### config.mk
export PLATFORM = sky130hd
export DESIGN_NAME = switch_out_sched
export DESIGN_NICKNAME = d
export VERILOG_FILES = /design/src/rtl/switch_out_sched_pkg.sv /design/src/rtl/switch_out_sched_rr_pick.sv /design/src/rtl/switch_out_sched.sv
export SDC_FILE = /design/constraint.sdc
export NUM_CORES = 1
export LEC_CHECK = 0
export CORE_MARGIN = 3
export CORE_UTILIZATION = 59
export DETAILED_ROUTE_END_ITERATION = 8
export HOLD_SLACK_MARGIN = 0.12
export PLACE_DENSITY = 0.81
export SYNTH_ARGS = -nofsm -noshare
export SYNTH_HDL_FRONTEND = slang
export SYNTH_SLANG_ARGS = --single-unit
### constraint.sdc
create_clock -name clk -period 5.71 [get_ports clk]
set_input_delay 0.8565 -clock clk [delete_from_list [all_inputs] [get_ports clk]]
set_output_delay 0.8565 -clock clk [all_outputs]
set_load 0.02 [all_outputs]
### src/rtl/switch_out_sched_pkg.sv
// Shared definitions for the switch output scheduler: sizes, FSM encoding and weight default.
package switch_out_sched_pkg;

    localparam int unsigned NumPorts      = 4;
    localparam int unsigned CreditWidth   = 4;
    // Weight of 1 for every port degenerates to plain round-robin.
    localparam int unsigned DefaultWeight = 1;

    typedef enum logic [1:0] {
        StIdle,
        StArb,
        StGnt,
        StServe
    } sched_state_e;

endpackage

### src/rtl/switch_out_sched_rr_pick.sv
// Rotating first-one search: returns the first set bit of mask at or after start, with wrap.
// Purely combinational so both the egress scheduler and the ingress side can share it.
module switch_out_sched_rr_pick #(
    parameter int unsigned N  = 4,
    parameter int unsigned IW = 2
) (
    input  logic [N-1:0]  mask,
    input  logic [IW-1:0] start,
    output logic [N-1:0]  onehot,
    output logic          found
);

    logic [IW-1:0] idx;

    // Walk start, start+1, ... (mod N) and keep only the first hit.
    always_comb begin
        onehot = '0;
        found  = 1'b0;
        idx    = start;
        for (int unsigned i = 0; i < N; i++) begin
            idx = IW'((32'(start) + i) % N);
            if (!found && mask[idx]) begin
                onehot[idx] = 1'b1;
                found       = 1'b1;
            end
        end
    end

endmodule

### src/rtl/switch_out_sched.sv
// Weighted round-robin output scheduler: grants one queue controller per cell slot to the
// read sequencer, spending per-port credits that are refilled from the weights each round.
module switch_out_sched
    import switch_out_sched_pkg::*;
#(
    parameter int unsigned NPORT = NumPorts,
    parameter int unsigned WW    = CreditWidth
) (
    input  logic             clk,
    input  logic             rstn,
    input  logic [NPORT-1:0] i_req,
    input  logic             i_cfg_wr,
    input  logic [1:0]       i_cfg_port,
    input  logic [WW-1:0]    i_cfg_weight,
    output logic             o_gnt_vld,
    output logic [NPORT-1:0] o_gnt_sel,
    input  logic             i_gnt_ack,
    input  logic             i_cell_done,
    output logic             o_busy
);

    localparam int unsigned PW = (NPORT > 1) ? $clog2(NPORT) : 1;

    sched_state_e     state_q, state_d;
    logic             gnt_vld_q, gnt_vld_d;
    logic [NPORT-1:0] gnt_sel_q, gnt_sel_d;
    logic             busy_q, busy_d;

    logic [WW-1:0]    weight_q [NPORT];
    logic [WW-1:0]    weight_d [NPORT];
    logic [WW-1:0]    credit_q [NPORT];
    logic [WW-1:0]    credit_d [NPORT];
    logic [PW-1:0]    rr_ptr_q, rr_ptr_d;

    logic [NPORT-1:0] active;
    logic [NPORT-1:0] eligible;
    logic [NPORT-1:0] pick_onehot;
    logic             pick_found;
    logic [PW-1:0]    gnt_idx;
    logic             gnt_req;
    logic             do_reload;
    logic             do_take;

    // Config write lands in weight_d so a reload in the same cycle sees the new weight.
    always_comb begin
        weight_d = weight_q;
        if (i_cfg_wr) begin
            weight_d[i_cfg_port] = i_cfg_weight;
        end
    end

    // Active: requesting with a nonzero weight; eligible: active with credit left.
    always_comb begin
        active   = '0;
        eligible = '0;
        for (int unsigned p = 0; p < NPORT; p++) begin
            active[p]   = i_req[p] & (weight_q[p] != '0);
            eligible[p] = active[p] & (credit_q[p] != '0);
        end
    end

    // Encode the latched one-hot grant and track whether its request is still up.
    always_comb begin
        gnt_idx = '0;
        for (int unsigned p = 0; p < NPORT; p++) begin
            if (gnt_sel_q[p]) begin
                gnt_idx = PW'(p);
            end
        end
        gnt_req = |(i_req & gnt_sel_q);
    end

    switch_out_sched_rr_pick #(
        .N  (NPORT),
        .IW (PW)
    ) u_pick (
        .mask   (eligible),
        .start  (rr_ptr_q),
        .onehot (pick_onehot),
        .found  (pick_found)
    );

    // State register; grant and busy outputs are flopped alongside it.
    always_ff @(posedge clk or negedge rstn) begin
        if (!rstn) begin
            state_q   <= StIdle;
            gnt_vld_q <= 1'b0;
            gnt_sel_q <= '0;
            busy_q    <= 1'b0;
        end else begin
            state_q   <= state_d;
            gnt_vld_q <= gnt_vld_d;
            gnt_sel_q <= gnt_sel_d;
            busy_q    <= busy_d;
        end
    end

    // Next-state logic.
    always_comb begin
        state_d = state_q;
        unique case (state_q)
            StIdle: begin
                if (|active) state_d = StArb;
            end
            StArb: begin
                if (pick_found)   state_d = StGnt;
                else if (!active) state_d = StIdle;
                // Otherwise stay for one reload cycle.
            end
            StGnt: begin
                if (i_gnt_ack)     state_d = StServe;
                else if (!gnt_req) state_d = StArb;
            end
            StServe: begin
                if (i_cell_done) state_d = StArb;
            end
            default: state_d = StIdle;
        endcase
    end

    // Output and datapath control decode; ack wins over a same-cycle request drop.
    always_comb begin
        gnt_vld_d = 1'b0;
        gnt_sel_d = gnt_sel_q;
        do_reload = 1'b0;
        do_take   = 1'b0;
        unique case (state_q)
            StArb: begin
                if (pick_found) begin
                    gnt_vld_d = 1'b1;
                    gnt_sel_d = pick_onehot;
                end else if (|active) begin
                    do_reload = 1'b1;
                end
            end
            StGnt: begin
                if (i_gnt_ack) begin
                    do_take = 1'b1;
                end else begin
                    gnt_vld_d = gnt_req;
                end
            end
            default: ;
        endcase
        busy_d = (state_d != StIdle);
    end

    // Credit reload / spend and round-robin pointer update.
    always_comb begin
        credit_d = credit_q;
        rr_ptr_d = rr_ptr_q;
        if (do_reload) begin
            credit_d = weight_d;
        end
        if (do_take) begin
            for (int unsigned p = 0; p < NPORT; p++) begin
                if (gnt_sel_q[p] && (credit_q[p] != '0)) begin
                    credit_d[p] = credit_q[p] - 1'b1;
                end
            end
            // Last credit spent: hand priority to the next port; otherwise keep it here.
            if (credit_q[gnt_idx] == WW'(1)) begin
                rr_ptr_d = (gnt_idx == PW'(NPORT - 1)) ? '0 : gnt_idx + 1'b1;
            end else begin
                rr_ptr_d = gnt_idx;
            end
        end
    end

    // Weight, credit and pointer registers.
    always_ff @(posedge clk or negedge rstn) begin
        if (!rstn) begin
            for (int unsigned p = 0; p < NPORT; p++) begin
                weight_q[p] <= WW'(DefaultWeight);
                credit_q[p] <= WW'(DefaultWeight);
            end
            rr_ptr_q <= '0;
        end else begin
            weight_q <= weight_d;
            credit_q <= credit_d;
            rr_ptr_q <= rr_ptr_d;
        end
    end

    assign o_gnt_vld = gnt_vld_q;
    assign o_gnt_sel = gnt_sel_q;
    assign o_busy    = busy_q;

endmodule
==> results of run 1 <==
==> state kept, by name, indices dropped and copies added, names as in the netlist <==
register and count:
weight_q 16, o_busy 1, o_gnt_vld 1, o_gnt_sel 4
rr_ptr_q 2, credit_q 16, state_q 2
==> layer usage <==
layer / wire length [um] / vias up / share of wire / GRT usage
met5: 0 / - / 0 / 0
met2: 3040 / 72 / 0.47 / 0.380
met4: 112 / 0 / 0.017 / 0.0986
met3: 345 / 11 / 0.054 / 0.0410
met1: 2950 / 1118 / 0.46 / 0.367
li1: - / 1064 / - / -
==> worst paths after layout <==
path / startpoint / endpoint / slack [ps] / depth (start not counted)
max: i_req[3] / credit_q[7]$_DFF_PN0_ / 2680 / 7
min: credit_q[0]$_DFF_PN1_ / credit_q[0]$_DFF_PN1_ / 550 / 1
max reg2reg: credit_q[5]$_DFF_PN0_ / credit_q[7]$_DFF_PN0_ / 2760 / 8
min reg2reg: credit_q[0]$_DFF_PN1_ / credit_q[0]$_DFF_PN1_ / 550 / 1
max in group asynchronous: rstn / weight_q[10]$_DFF_PN0_ / 4440 / 1
min in group asynchronous: rstn / credit_q[15]$_DFF_PN0_ / 700 / 1
==> stage by stage <==
step                hold WS, ps  utilization  power (mW)  instance area, um^2  std cells
floorplan                   506            -        1.12                 2710        267
global placement            533        0.670        1.31                 2940        332
detailed placement          538        0.670        1.34                 2940        332
CTS                         556        0.691        1.54                 3030        340
global route                570        0.691        1.67                 3030        340
finish                      554        0.691        1.55                 3030        340
==> kinds of logic after synthesis <==
family / synth area share
flops: 0.392
buf+inv: 0.0453
simple gates: 0.162
xor+xnor: 0.0162
fa+ha+maj: 0.0554
mux: 0.0864
compound gates: 0.243
==> placed cells by master, fill, tap and decap left out, drive strengths merged, types with 2 or more instances in the layout <==
master,n
a211oi,3
o2111a,2
a31oi,5
or3,4
dfstp,8
nand3,7
and3,2
xnor2,3
o21ai,7
nor2b,3
dfrtp,34
nor4b,2
clkbuf,7
nor4,2
nand4,3
mux2i,2
a221oi,5
nor3,17
a21oi,15
xor2,2
nand3b,4
or2,5
o41ai,7
nor3b,5
mux2,17
buf,2
a22oi,4
nand2,8
clkdlybuf4s50,19
ha,12
inv,22
nor2,15
and2,2
a311oi,7
o31ai,13
==> critical path: stages <==
cell and delay, ps:
clkdlybuf4s50_1 480, o41ai_4 90, nor2_1 130, a21oi_1 450, and4_1 740, a31oi_1 160, a211o_1 320
==> layout make-up <==
cell class	instances	area [um^2]
multi-input combinational	195	1530
clock inverter	1	5.00
timing repair buffer	21	203
inverter	22	82.6
tap	52	65.1
sequential	42	1060
clock buffer	7	86.3
fill	347	1360
==> where the power goes <==
group / internal (mW) / switching, mW
Clock: 0.0976 / 0.103
Sequential: 0.424 / 0.151
Combinational: 0.325 / 0.452
==> flow_summary.ini, run 1 <==
[worst_setup_path]
cp.arrival_ps = 3220
cp-start-kind = input port
worstSetupEndpointType = register
critPathKind = input port to register
required_ps = 5900
critPathMaxFanout = 17

[grt]
overflow = 0
antenna_found_initial = 0
grt_max_degree = 43
grt_pass1_wl_mm = 10.5
grt_pass1_vias = 2148
grtUsageTotal = 0.254

[pwr]
p_per_area_nw_per_um2 = 513
p_leak_nw = 1.24
ir_drop_mv = 0.287

[clocking]
postCtsSetupRepairBufs = 0
cts_root_buffer = clkbuf_8
hold_buffers = 0
worst_skew_pair.late_latency_ps = 300
cts_resized = 0
cts_tree = built
htree_levels = 2
clockBufferDepth = 2
numCtsBuffers = 5
cts.sinks = 42
clk_pin_slew_worst_paths_ps = 80

[detailed_routing]
ant_nets = 0
detail_route.drc_violations = 0
avgViaCountPerCell = 6.66
dr.pass1.iters = 4
totalWireLength_mm = 6.45
drt_iter0_markers = 151
routed-via-count = 2265
avgRoutedWirePerCell_um = 19.0

[sta]
rsz0062_at_grt = no
fmax_ghz = 0.330
period_needed_ps = 3030
setup_ws_ps = 2680
hold_viol = 0
tightest_slew_ps = 932
setup_violations = 0
setup_tns_ps = 0
maxSlewHeadroom = 0.378
timing.final.max_slew_violations = 0
period_share = 0.531
fin_skew_ps = 5.64

[yosys]
ys_seq_area_frac = 0.392
synth_area_leaders = dfrtp_1 31%, dfstp_2 7.8%, mux2_2 7.1%, ha_1 5.5%, o41ai_4 4.1%
avgSynthCellArea_um2 = 10.1
synth_top_cell_by_area = dfrtp_1
syn_nets = 294
synth-async-reset-ratio = 1.00
yosysMostFrequentCell = dfrtp_1
yosysWarnings = 0
synth_flop_cell = dfrtp_1
synthCells = 267
synth_top_cell_area_share = 0.314
synth_seq_cells = 42
synth-edff-count = 0
yosysUniqueCellTypes = 55
syn_area_um2 = 2710
synth_common_cells = 34 x dfrtp_1, 21 x inv_1, 17 x mux2_2, 17 x nor3_1, 15 x nor2_1

[run]
cap_violations = 0

[placement]
routabilityCongestion = 0.847
dp_hpwl_mm = 4.65
io_buffers = 20
place_ws_ps = 2370

[floorplan]
rows = 24
initial_utilization = 0.618
dieArea_um2 = 5440
core_um2 = 4380
pin_count = 21
dieWidth_um = 73.8
die_h_um = 73.8

[finish]
diodes = 0
nets = 314
layout-drive-gt1-share = 0.167
syn_to_final_growth_pct = 11.8

[run_status]
status = finished clean

[hold_path]
hp-class = register to register
No activity file was read; power rests on OpenSTA's default activity.
==> run 2: changes to the inputs <==
--- a/config.mk
+++ b/config.mk
@@ -6,10 +6,10 @@
 export NUM_CORES = 1
 export LEC_CHECK = 0
 export CORE_MARGIN = 3
-export CORE_UTILIZATION = 59
+export CORE_UTILIZATION = 58
 export DETAILED_ROUTE_END_ITERATION = 8
 export HOLD_SLACK_MARGIN = 0.12
-export PLACE_DENSITY = 0.81
+export PLACE_DENSITY = 0.79
 export SYNTH_ARGS = -nofsm -noshare
 export SYNTH_HDL_FRONTEND = slang
 export SYNTH_SLANG_ARGS = --single-unit
==> constraint.sdc (replaced) <==
create_clock -name clk -period 3 [get_ports clk]
set_input_delay 0.45 -clock clk [delete_from_list [all_inputs] [get_ports clk]]
set_output_delay 0.45 -clock clk [all_outputs]
set_load 0.02 [all_outputs]
==> flow_summary.ini, run 2 (synthesis gave the netlist of run 1 again) <==
[floorplan]
die_h_um = 74.3
initial_utilization = 0.610
core_um2 = 4440
dieWidth_um = 74.3
pin_count = 21
dieArea_um2 = 5530
rows = 24

[detailed_routing]
drt_iter0_markers = 268
totalWireLength_mm = 6.38
detail_route.drc_violations = 0
routed-via-count = 2276
dr.pass1.iters = 4
ant_nets = 0
avgRoutedWirePerCell_um = 18.5
avgViaCountPerCell = 6.60

[finish]
stdcell_count = 345
nets = 319
final_common_cell = dfrtp_1
layout-drive-gt1-share = 0.181
final_cell_area_um2 = 3080
fin_util = 0.694
final_cell_mix = 34 x dfrtp_1, 21 x inv_1, 19 x clkdlybuf4s50_1
diodes = 0
ff_latch_area_um2 = 1060
fillers = 347
multiInputGateArea_um2 = 1530
syn_to_final_growth_pct = 13.9

[grt]
antenna_found_initial = 0
overflow = 0
grt_max_degree = 43
grtUsageTotal = 0.245
grt_pass1_vias = 2122
grt_pass1_wl_mm = 10.4

[worst_setup_path]
cp-start-kind = register
critical-path-max-stage-delay_ps = 480
required_ps = 3170
cp.arrival_ps = 2840
worstSetupEndpointType = register
crit_slowest_cell = a21oi_1
worstPathCellList = inv_1 > ha_1 > nor3b_1 > nor3_1 > a21oi_1 > nand4_2 > buf_4 > o41ai_1 > nor2_1
critPathMaxFanout = 16
critPathKind = register to register

[clocking]
hold_buffers = 0
cts.sinks = 42
htree_levels = 2
numCtsBuffers = 5
postCtsSetupRepairBufs = 0
clk_pin_slew_worst_paths_ps = 80
cts_resized = 0
cts_root_buffer = clkbuf_8
worst_skew_pair.late_latency_ps = 290
cts_tree = built
clockBufferDepth = 2

[sta]
setup_tns_ps = 0
timing.final.max_slew_violations = 0
fin_skew_ps = 6.06
period_needed_ps = 2670
maxSlewHeadroom = 0.369
tightest_slew_ps = 946
fmax_ghz = 0.374
setup_violations = 0
period_share = 0.890
rsz0062_at_grt = no
hold_viol = 0

[placement]
place_inst = 337
place_area_um2 = 2970
io_buffers = 20
routabilityCongestion = 0.910
dp_hpwl_mm = 4.81

[pwr]
p_leak_nw = 1.27
ir_drop_mv = 0.621
p_per_area_nw_per_um2 = 990
p_total_mw = 3.05

[hold_path]
hp-class = input port to async pin

[run_status]
status = finished clean

[run]
cap_violations = 0
run 2: cell types whose count changed in the layout (fill, tap and decap cells not counted):
cell,delta
clkbuf_8,-1
clkinv_2,-1
clkinvlp_4,+1
bufinv_16,+1
buf_4,+5
run 2: layer usage:
layer	global-route usage	vias up	wire length [um]
met4	0.0573	0	45
met5	0	-	0
met3	0.0459	4	438
met1	0.345	1117	2860
li1	-	1072	-
met2	0.396	83	3030
run 2: worst max-delay path: cells and delay by family, from the launching register on:
kind	cells	cell delay, ps
AOI/OAI and AO/OA	2	950
and+or+nand+nor	4	710
DFF	1	420
buffers and inverters	2	300
adders and majority gates	1	180
run 2: power breakdown:
part,internal [mW],leakage [nW],total [mW],switching (mW)
clock network,0.248,0.0514,0.449,0.201
logic,0.655,0.725,1.51,0.857
registers,0.807,0.495,1.09,0.285
run 2: per-stage QoR:
stage	worst slack, ps	hold WS, ps
floorplan	652	154
global placement	418	538
detailed placement	368	546
CTS	362	315
global route	101	357
finish	329	297
run 2: area by class of cell:
class / instances / area share
Tap cell: 52 / 0.0211
Sequential cell: 42 / 0.344
Inverter: 22 / 0.0268
Multi-Input combinational cell: 195 / 0.495
Clock buffer: 6 / 0.0235
Clock inverter: 2 / 0.0122
Timing Repair Buffer: 26 / 0.0779
run 2: worst paths after layout:
check	startpoint	to	slack [ps]	depth (start not counted)
setup reg to reg	credit_q[5]$_DFF_PN0_	credit_q[3]$_DFF_PN0_	330	9
hold / removal	rstn	weight_q[11]$_DFF_PN0_	300	1
setup / recovery	credit_q[5]$_DFF_PN0_	credit_q[3]$_DFF_PN0_	330	9
hold reg to reg	credit_q[8]$_DFF_PN1_	credit_q[8]$_DFF_PN1_	560	1
min in group clk	credit_q[8]$_DFF_PN1_	credit_q[8]$_DFF_PN1_	560	1
max in group asynchronous	rstn	credit_q[15]$_DFF_PN0_	2120	1
